$ cat src/rtl/fpadd_pkg.sv
// fpadd_pkg: shared constants and width helpers for the
// parametrised pipelined floating-point adder.
package fpadd_pkg;

    localparam logic OP_ADD = 1'b0;
    localparam logic OP_SUB = 1'b1;

    // Full word width: sign, exponent, stored fraction.
    function automatic int fp_w(input int ew, input int fw);
        return 1 + ew + fw;
    endfunction

    // Aligned magnitude field: hidden, fraction, guard, round, sticky.
    function automatic int fp_aw(input int fw);
        return fw + 4;
    endfunction

    // Leading-zero count width for a field of the given width.
    function automatic int fp_cw(input int width);
        return $clog2(width) + 1;
    endfunction

endpackage

$ cat src/rtl/fp_lzc.sv
// fp_lzc: combinational leading-zero counter.
// An all-zero input reports WIDTH.
module fp_lzc #(
    parameter int WIDTH = 56
) (
    input  logic [WIDTH-1:0]         i_d,
    output logic [$clog2(WIDTH):0]   o_cnt
);
    localparam int CW = $clog2(WIDTH) + 1;

    // Highest set bit wins because the scan runs upward.
    always_comb begin
        o_cnt = CW'(WIDTH);
        for (int i = 0; i < WIDTH; i++) begin
            if (i_d[i]) o_cnt = CW'(WIDTH - 1 - i);
        end
    end

endmodule

$ cat src/rtl/fpadd_p.sv
// fpadd_p: 3-stage back-pressured floating-point add/subtract,
// round to nearest-even, saturate on overflow, flush on underflow.
module fpadd_p
    import fpadd_pkg::*;
#(
    parameter int EW = 11,
    parameter int FW = 52
) (
    input  logic                   clk,
    input  logic                   rst,
    input  logic                   pushin,
    input  logic                   op,
    input  logic [fp_w(EW,FW)-1:0] a,
    input  logic [fp_w(EW,FW)-1:0] b,
    output logic                   stopout,
    output logic                   pushout,
    input  logic                   stopin,
    output logic [fp_w(EW,FW)-1:0] r,
    output logic                   ovf,
    output logic                   unf
);
    localparam int W    = fp_w(EW, FW);
    localparam int AW   = fp_aw(FW);
    localparam int CW   = fp_cw(AW);
    localparam int XW   = EW + CW + 1;
    localparam int EMAX = (1 << EW) - 1;

    typedef struct packed {
        logic          sgn;
        logic          sub;
        logic [EW-1:0] exp;
        logic [AW-1:0] ma;
        logic [AW-1:0] mb;
    } s1_t;

    typedef struct packed {
        logic          sgn;
        logic          zero;
        logic [XW-1:0] exp;
        logic [AW-1:0] m;
        logic [CW-1:0] lz;
    } s2_t;

    logic            w_stall;
    logic            r_v1, r_v2, r_po;
    s1_t             r_s1, w_s1;
    s2_t             r_s2, w_s2;
    logic [W-1:0]    r_r, w_r;
    logic            r_ovf, r_unf, w_ovf, w_unf;

    logic [EW-1:0]   w_ea, w_eb, w_el, w_es, w_d;
    logic [FW-1:0]   w_fa, w_fb;
    logic [FW:0]     w_ma, w_mb, w_ml, w_ms;
    logic            w_sb, w_sl, w_ss, w_age;
    logic [2*AW-1:0] w_ext;
    logic [AW-1:0]   w_al;

    logic [AW:0]     w_sum;
    logic [AW-1:0]   w_m2;
    logic [CW-1:0]   w_lz;

    logic [AW-1:0]   w_n;
    logic            w_inc;
    logic [FW+1:0]   w_rm;
    logic signed [XW-1:0] w_e3;
    logic [FW-1:0]   w_f3;

    assign w_stall = r_po & stopin;
    assign stopout = w_stall;
    assign pushout = r_po;
    assign r       = r_r;
    assign ovf     = r_ovf;
    assign unf     = r_unf;

    assign w_ea = a[W-2:FW];
    assign w_eb = b[W-2:FW];
    assign w_fa = a[FW-1:0];
    assign w_fb = b[FW-1:0];
    assign w_sb = b[W-1] ^ (op == OP_SUB);

    // Stage 1: order by magnitude and align the smaller operand.
    always_comb begin
        w_age = {w_ea, w_fa} >= {w_eb, w_fb};
        w_ma  = (w_ea != '0) ? {1'b1, w_fa} : '0;
        w_mb  = (w_eb != '0) ? {1'b1, w_fb} : '0;
        if (w_age) begin
            w_el = w_ea; w_es = w_eb;
            w_ml = w_ma; w_ms = w_mb;
            w_sl = a[W-1]; w_ss = w_sb;
        end else begin
            w_el = w_eb; w_es = w_ea;
            w_ml = w_mb; w_ms = w_ma;
            w_sl = w_sb; w_ss = a[W-1];
        end
        w_d   = w_el - w_es;
        w_ext = {w_ms, 3'b000, {AW{1'b0}}} >> w_d;
        if (32'(w_d) >= AW)
            w_al = {{(AW-1){1'b0}}, |w_ms};
        else
            w_al = w_ext[2*AW-1:AW]
                 | {{(AW-1){1'b0}}, |w_ext[AW-1:0]};
        w_s1.sgn = w_sl;
        w_s1.sub = w_sl ^ w_ss;
        w_s1.exp = w_el;
        w_s1.ma  = {w_ml, 3'b000};
        w_s1.mb  = w_al;
    end

    // Stage 2: magnitude add/sub, fold carry-out back into the field.
    always_comb begin
        if (r_s1.sub)
            w_sum = {1'b0, r_s1.ma} - {1'b0, r_s1.mb};
        else
            w_sum = {1'b0, r_s1.ma} + {1'b0, r_s1.mb};
        if (w_sum[AW])
            w_m2 = {w_sum[AW:2], |w_sum[1:0]};
        else
            w_m2 = w_sum[AW-1:0];
        w_s2.sgn  = r_s1.sgn;
        w_s2.zero = (w_m2 == '0);
        w_s2.exp  = XW'(r_s1.exp) + XW'(w_sum[AW]);
        w_s2.m    = w_m2;
        w_s2.lz   = w_lz;
    end

    fp_lzc #(.WIDTH(AW)) u_lzc (
        .i_d   (w_m2),
        .o_cnt (w_lz)
    );

    // Stage 3: normalise, round to nearest-even, range-check exponent.
    always_comb begin
        w_n   = r_s2.m << r_s2.lz;
        w_inc = w_n[2] & (w_n[1] | w_n[0] | w_n[3]);
        w_rm  = {1'b0, w_n[AW-1:3]} + {{(FW+1){1'b0}}, w_inc};
        w_e3  = $signed(r_s2.exp) - $signed(XW'(r_s2.lz))
              + $signed(XW'(w_rm[FW+1]));
        w_f3  = w_rm[FW+1] ? w_rm[FW:1] : w_rm[FW-1:0];
        w_r   = '0;
        w_ovf = 1'b0;
        w_unf = 1'b0;
        if (r_s2.zero) begin
            w_r = '0;
        end else if (w_e3 > $signed(XW'(EMAX))) begin
            w_r   = {r_s2.sgn, {(W-1){1'b1}}};
            w_ovf = 1'b1;
        end else if (w_e3 < $signed(XW'(1))) begin
            w_unf = 1'b1;
        end else begin
            w_r = {r_s2.sgn, w_e3[EW-1:0], w_f3};
        end
    end

    // All stages advance together unless the consumer blocks the output.
    always_ff @(posedge clk or negedge rst) begin
        if (!rst) begin
            r_v1  <= 1'b0;
            r_v2  <= 1'b0;
            r_po  <= 1'b0;
            r_s1  <= '0;
            r_s2  <= '0;
            r_r   <= '0;
            r_ovf <= 1'b0;
            r_unf <= 1'b0;
        end else if (!w_stall) begin
            r_v1 <= pushin;
            r_v2 <= r_v1;
            r_po <= r_v2;
            if (pushin) r_s1 <= w_s1;
            if (r_v1)   r_s2 <= w_s2;
            if (r_v2) begin
                r_r   <= w_r;
                r_ovf <= w_ovf;
                r_unf <= w_unf;
            end
        end
    end

endmodule
$ cat config.mk
export PLATFORM = sky130hd
export DESIGN_NAME = fpadd_p
export DESIGN_NICKNAME = d
export VERILOG_FILES = /design/src/rtl/fpadd_pkg.sv /design/src/rtl/fp_lzc.sv /design/src/rtl/fpadd_p.sv
export SDC_FILE = /design/constraint.sdc
export NUM_CORES = 2
export LEC_CHECK = 0
export CORE_MARGIN = 5
export CORE_UTILIZATION = 41
export CTS_BUF_LIST = sky130_fd_sc_hd__clkbuf_2 sky130_fd_sc_hd__clkbuf_4 sky130_fd_sc_hd__clkbuf_8
export CTS_CLUSTER_SIZE = 24
export DETAILED_ROUTE_END_ITERATION = 12
export PLACE_DENSITY = 0.58
export SLEW_MARGIN = 5
export SYNTH_ARGS = -nofsm -noshare
export SYNTH_HDL_FRONTEND = slang
export SYNTH_SLANG_ARGS = --single-unit
$ cat constraint.sdc
create_clock -name clk -period 22.2 [get_ports clk]
set_input_delay 4.44 -clock clk [delete_from_list [all_inputs] [get_ports clk]]
set_output_delay 4.44 -clock clk [all_outputs]
set_load 0.05 [all_outputs]
== Word level (Yosys, flattened, before mapping) ==
Cells that the tools add are included.
Storage, ports and cells
  bits in registers: 275
  output and inout port bits: 68
  logic and storage cells: 122
Cells by class
  add/subtract/negate cells: 7
  magnitude comparators: 4
  shifts and indexed selects: 2
  multiplexer cells: 76
  bitwise gates (word level): 8
  reductions and logical operators: 9
Operators by type and width (number)
  $mux 53: 4
  $mux 6: 32
  $mux 64: 3
  $mux 56: 2
  $shr 112x11->112: 1
  $mux 5: 16
  $ge 63x63->1: 1
  $add 56x56->57: 1
  $mux 57: 1
  $sub 56x56->57: 1
  $logic_not 56->1: 1
  $or 56x1->56: 1
  $reduce_or 56->1: 1
  $shl 56x7->56: 1
  $add 53x1->54: 1
  $reduce_or 53->1: 1
  $mux 52: 1
  $mux 4: 8
  $mux 11: 2
  $reduce_bool 11->1: 2
  $add 19x2->19: 1
  $gt 19x12->1 const B: 1
  $lt 19x2->1 const B: 1
  $sub 19x8->19: 1
  10 further kinds: 21

== Depth between registers and ports, before layout ==
  depth in word-level cells: 60
  depth in mapped cells: 39
  mapped depth without buffers: 34

== By module ==
Synthesis repeated with hierarchy kept, for this count alone.
Second synthesis, totals
  cell total of the unflattened synthesis: 3940
  area total of the unflattened synthesis: 31212.4 µm²
Modules (own cells, without submodules)
  fpadd_p: times used 1, cells an instance 3818, area an instance 30484.2 µm²
  fp_lzc: times used 1, cells an instance 122, area an instance 728.2 µm²

== Worst setup path after synthesis ==
Ideal clock, no wire load.
  path type: in2reg
  from: input port b[58]
  to: register r_s1[0] in the netlist's numbering
  setup time: 0.131 ns
  arrival: 10.747 ns
  data required time: 22.069 ns
  path slack: 11.322 ns
  stages: 28
  path buffers: 9
  path through: inv_1 > ha_1 > a211oi_1 > o221ai_1 > a21o_1 > a221oi_2 > nand3_1 > buf_6 > nor2_8 > buf_6 > buf_8 > clkbuf_4 > buf_2 > buf_1 > a21oi_1 > ha_1 > buf_1 > clkbuf_1 > clkbuf_1 > o221ai_1 > mux4_2 > mux2i_1 > o2111ai_1 > a21boi_1 > a41oi_1 > or4_1 > o41ai_2 > a21oi_1
On the way
  word-level cells in the longest chain between the ends: 7
RTL lines
  from (decl): line fpadd_p.sv:14  | input logic [fp_w(EW,FW)-1:0] b,
  $ge 63x63->1 / $reduce_bool 11->1 (equally long branches): line fpadd_p.sv:83, fpadd_p.sv:85
  $mux 11 / $mux 53 (equally long branches): line fpadd_p.sv:86, fpadd_p.sv:85
  $sub 11x11->11 / $mux 53 (equally long branches): line fpadd_p.sv:95, fpadd_p.sv:86
  $shr 112x11->112: line fpadd_p.sv:96  | w_ext = {w_ms, 3'b000, {AW{1'b0}}} >> w_d;
  $reduce_or 56->1: line fpadd_p.sv:101  | | {{(AW-1){1'b0}}, |w_ext[AW-1:0]};
  $or 56x1->56: line fpadd_p.sv:101
  $mux 56 (*): line fpadd_p.sv:97  | if (32'(w_d) >= AW)
  to (signal assigned): line fpadd_p.sv:169  | if (pushin) r_s1 <= w_s1;
  to (decl): line fpadd_p.sv:46  | s1_t r_s1, w_s1;
Mark *: on every way between the ends. The rest lies on a longest branch, timed or not.
A chain may end at the register's enable or synchronous reset.

== Final worst setup path ==
  from: input port b[52]
  to: register r_s1[0] in the netlist's numbering
Same word-level chain as after synthesis.

==> results.txt <==
The run finished with clean final reports. The floorplan core area came out at 0.0758 mm^2. The post-route clock period utilization is 52.9%. Of the total power, combinational logic draws 71.2%. From synthesis to final layout, the design area changed by 11.1%.

The xor and xnor fraction of the mapped netlist area is 3.33%. The post-synthesis cell count came out at 4104. The shortest period the worst path allows is 11.74 ns.

The number of clock sinks seen by CTS came out at 267. The per-cell routed wire length is 23.2 um. At the end of routability-driven placement, the weighted congestion stood at 0.974. Summing internal, switching and leakage power gives 4.54 mW. The post-route clock skew is 0.0703 ns. The maximum clock frequency is 85.2 MHz. The total of fill cells in the finished design came out at 7832.

The share of synthesized area occupied by flip-flops and latches came out at 21.3%. The count of cell types in the netlist came out at 119. The setup violation total in the final timing report came out at 0. The fraction of synthesized cell area taken by the top area cell type is 21.3%. After clock tree synthesis, the clock-pin slew on the worst setup and hold paths is 0.06 ns. Post-CTS timing repair inserted 0 buffers for setup.

The number of synthesized flops with an enable pin came out at 0. The multiplexer fraction of the synthesized cell area came out at 12.4%. Global routing finished with a remaining overflow of 0. The library cell with the largest summed area after synthesis is dfrtp_1. The tool flagged a number of max-cap violations equal to 0.

The number of global-route vias before repair is 30223. The library cell used most frequently in the layout, excluding fill and tap cells, is nand2_1. In this run the remaining antenna-violating nets after routing total 0. The data arrival at the endpoint of the critical path came out at 12.21 ns. The final count of hold timing violations came to 0. The net switching power of the design came out at 2.46 mW. The number of buffers between clock root and the deepest sink is 3. STA puts the critical path data required time at 22.67 ns. For this design the ratio of total power to cell area is 130 mW/mm^2.

Once placement completed, the tool counted placed cells totaling 5049. At the end of the flow the core is filled with cells to 45.9%. At the later pin of the worst-skew pair, clock insertion delay measures 0.66 ns. The floorplan has 101 rows. Dividing the synthesized area by the synthesized cell count gives 7.63 um^2.

The maximum vdd ir drop came out at 0.0000588 V. The share of flip-flops with an asynchronous set or reset came out at 100%. The floorplan die area came out at 0.0820 mm^2. In this run the worst path has a maximum fanout of 66. The count of non-filler cells in the finished layout came out at 5134. The total internal power is 2.07 mW.

The top cell types in the final layout, fill and taps aside, are nand2_1 (514), nor2_1 (461), o21ai_0 (273). The detailed-routing iteration count for the pre-antenna-repair pass came out at 8. The total I/O pin count is 201. For this configuration, the core starts out at a cell density of 41.3%. The TritonCTS buffer count came out at 46.

By area the synthesized netlist is led by dfrtp_1 (21%), ha_1 (7.7%), nand2_1 (6.2%). Dividing the detail-routed via count by the number of cells gives 6.16. The biggest cell delay along the critical path is 0.67 ns. The leakage power summed over all cells came out at 14.5 nW. The fraction of layout cells with a size suffix above 1 is 8.66%. The worst-margin pin slew is 1.24 ns. Of the total power, the share spent switching nets is 54.3%. The most prevalent standard cell on the critical path is buf_4. The wire length after detailed routing is 119 mm.

The half-perimeter wire length after detailed placement came out at 94.4 mm. The total of warnings raised by yosys came out at 0. The share of the synthesized area in compound gates (AO/OA/AOI/OAI) is 26.4%.

After the first detailed-routing iteration, the DRC count stood at 3071. The number of nets in the layout came out at 4447. The die is 286 um tall.

For this design, the slowest cell found on the critical path is buf_4. The TritonCTS clock tree is done. The clock network fraction of design power came out at 10.8%. The worst setup path is launched from an input pin.

The vias after detailed routing is 31650. The total standard cell area after synthesis came out at 0.0313 mm^2. The smallest setup slack after layout is 10.46 ns. The number of hold buffers added after CTS was 0. After synthesis, the largest family of logic cells by area is compound AO/OA/AOI/OAI gates. The max-slew violation count came out at 0. The number of I/O port buffers came out at 200. The final setup TNS is 0 ns. For this run, design rule violations remaining after detail routing come to 0. Setup repair after global routing left no endpoint under its margin. The chip width is 286 um. The first-pass GRT wire length came out at 184 mm.

For this run, the total global-route usage over all layers was measured as 28.1%. The setup slack after placement is 9.86 ns. The synthesized netlist net count came out at 4432.

The cell at the root of the clock tree is clkbuf_8. In this run the tightest slew margin relative to its limit is 16.8%. The share of total power in sequential cells is 18.1%. The initial antenna violation count is 3. The pin count of the biggest net entering global routing is 84.

The number of gates resized after cts is 0. The category of the worst setup path capture point is a register. The clock tree synthesis step divided the H-tree into 2 levels. The path type of the worst min-delay path is register to register. The number of synthesized register bits is 267.

The post-synthesis simple-gate area fraction came out at 22.1%. The adder-cell share of the synthesized area came out at 7.84%. Among all flip-flop cells after synthesis, the most frequent one is dfrtp_1. The critical path is of the input pin to register type.
## stage by stage
| stage | instance area [um^2] | hold WS [ns] |
|---|---|---|
| after floorplan | 31300 | 0.439 |
| final | 34800 | 0.463 |
| after CTS | 34800 | 0.470 |
| after global placement | 33800 | 0.451 |
| after global routing | 34800 | 0.496 |
| after detailed placement | 33800 | 0.457 |
## power by group through the flow
stage	sequential, mW	combinational (mW)	clock (mW)
global placement	0.822	3.18	0
CTS	0.821	3.19	0.504
global route	0.847	3.50	0.524
detailed placement	0.830	3.18	0
floorplan	0.960	2.06	0
finish	0.821	3.23	0.488
## flip-flops by register name (all words and copies together), names as in the netlist
register	cells
r_s1	122
r_v2	1
r_s2	76
r_v1	1
ovf	1
unf	1
r	64
pushout	1
## worst paths after layout
kind | startpoint | to | slack (ns) | cells past startpoint
max in group asynchronous | rst | r_s1[23] | 16.96 | 2
min | r[56] | r[56] | 0.46 | 2
min reg2reg | r[56] | r[56] | 0.46 | 2
min in group asynchronous | rst | r_s2[42] | 3.84 | 1
max reg2reg | r_s2[0] | r[30] | 11.25 | 34
max | b[52] | r_s1[0] | 10.46 | 29
## synthesized netlist by cell type, types with 24 or more instances
cell type and number:
a211oi_1 52, a21o_1 42, a21oi_1 259, a221o_1 29
a221oi_1 60, a31oi_1 62, and2_1 42, and3_1 24
buf_1 35, buf_2 34, clkbuf_1 189, dfrtp_1 267
ha_1 193, inv_1 213, mux2_2 52, mux2i_1 173
mux4_2 67, nand2_1 517, nand2b_1 42, nand3_1 102
nand4_1 46, nor2_1 463, nor2b_1 32, nor3_1 83
nor4_1 35, o211ai_1 50, o21ai_0 273, o22ai_1 49
o31ai_1 32, or2_2 25, xnor2_1 79, xor2_1 40
## cell families (layout without fill, tap and decap cells)
family          count (synthesis)  count (layout)
buf+inv                       504             555
other cells                     0               1
fa+ha+maj                     195             195
mux                           296             296
compound gates               1218            1218
flops                         267             267
simple gates                 1505            1505
xor+xnor                      119             119
## layer usage
| metal | GRT usage, % | routed length (um) | vias up |
|---|---|---|---|
| met2 | 46.6 | 55400 | 1274 |
| met1 | 38.2 | 52000 | 15036 |
| met3 | 3.11 | 7130 | 211 |
| met4 | 9.59 | 4570 | 0 |
| li1 | - | - | 15129 |
| met5 | 0 | 0 | - |
## final cells by class
cell class | count | area [um^2] | area share [%]
Antenna cell | 1 | 2.50 | 0.00719
Clock buffer | 72 | 903 | 2.60
Clock inverter | 12 | 100 | 0.288
Inverter | 219 | 822 | 2.36
Multi-Input combinational cell | 3333 | 22700 | 65.1
Sequential cell | 267 | 6690 | 19.2
Tap cell | 978 | 1220 | 3.52
Timing Repair Buffer | 252 | 2400 | 6.89
## critical path, delay by kind of cell
kind | cells | cell delay (ns)
and+or+nand+nor | 7 | 2.00
buffers and inverters | 8 | 2.31
AOI/OAI and AO/OA | 9 | 1.82
muxes | 3 | 0.64
adders and majority gates | 2 | 0.97
Power figures use the tool's default switching activity.
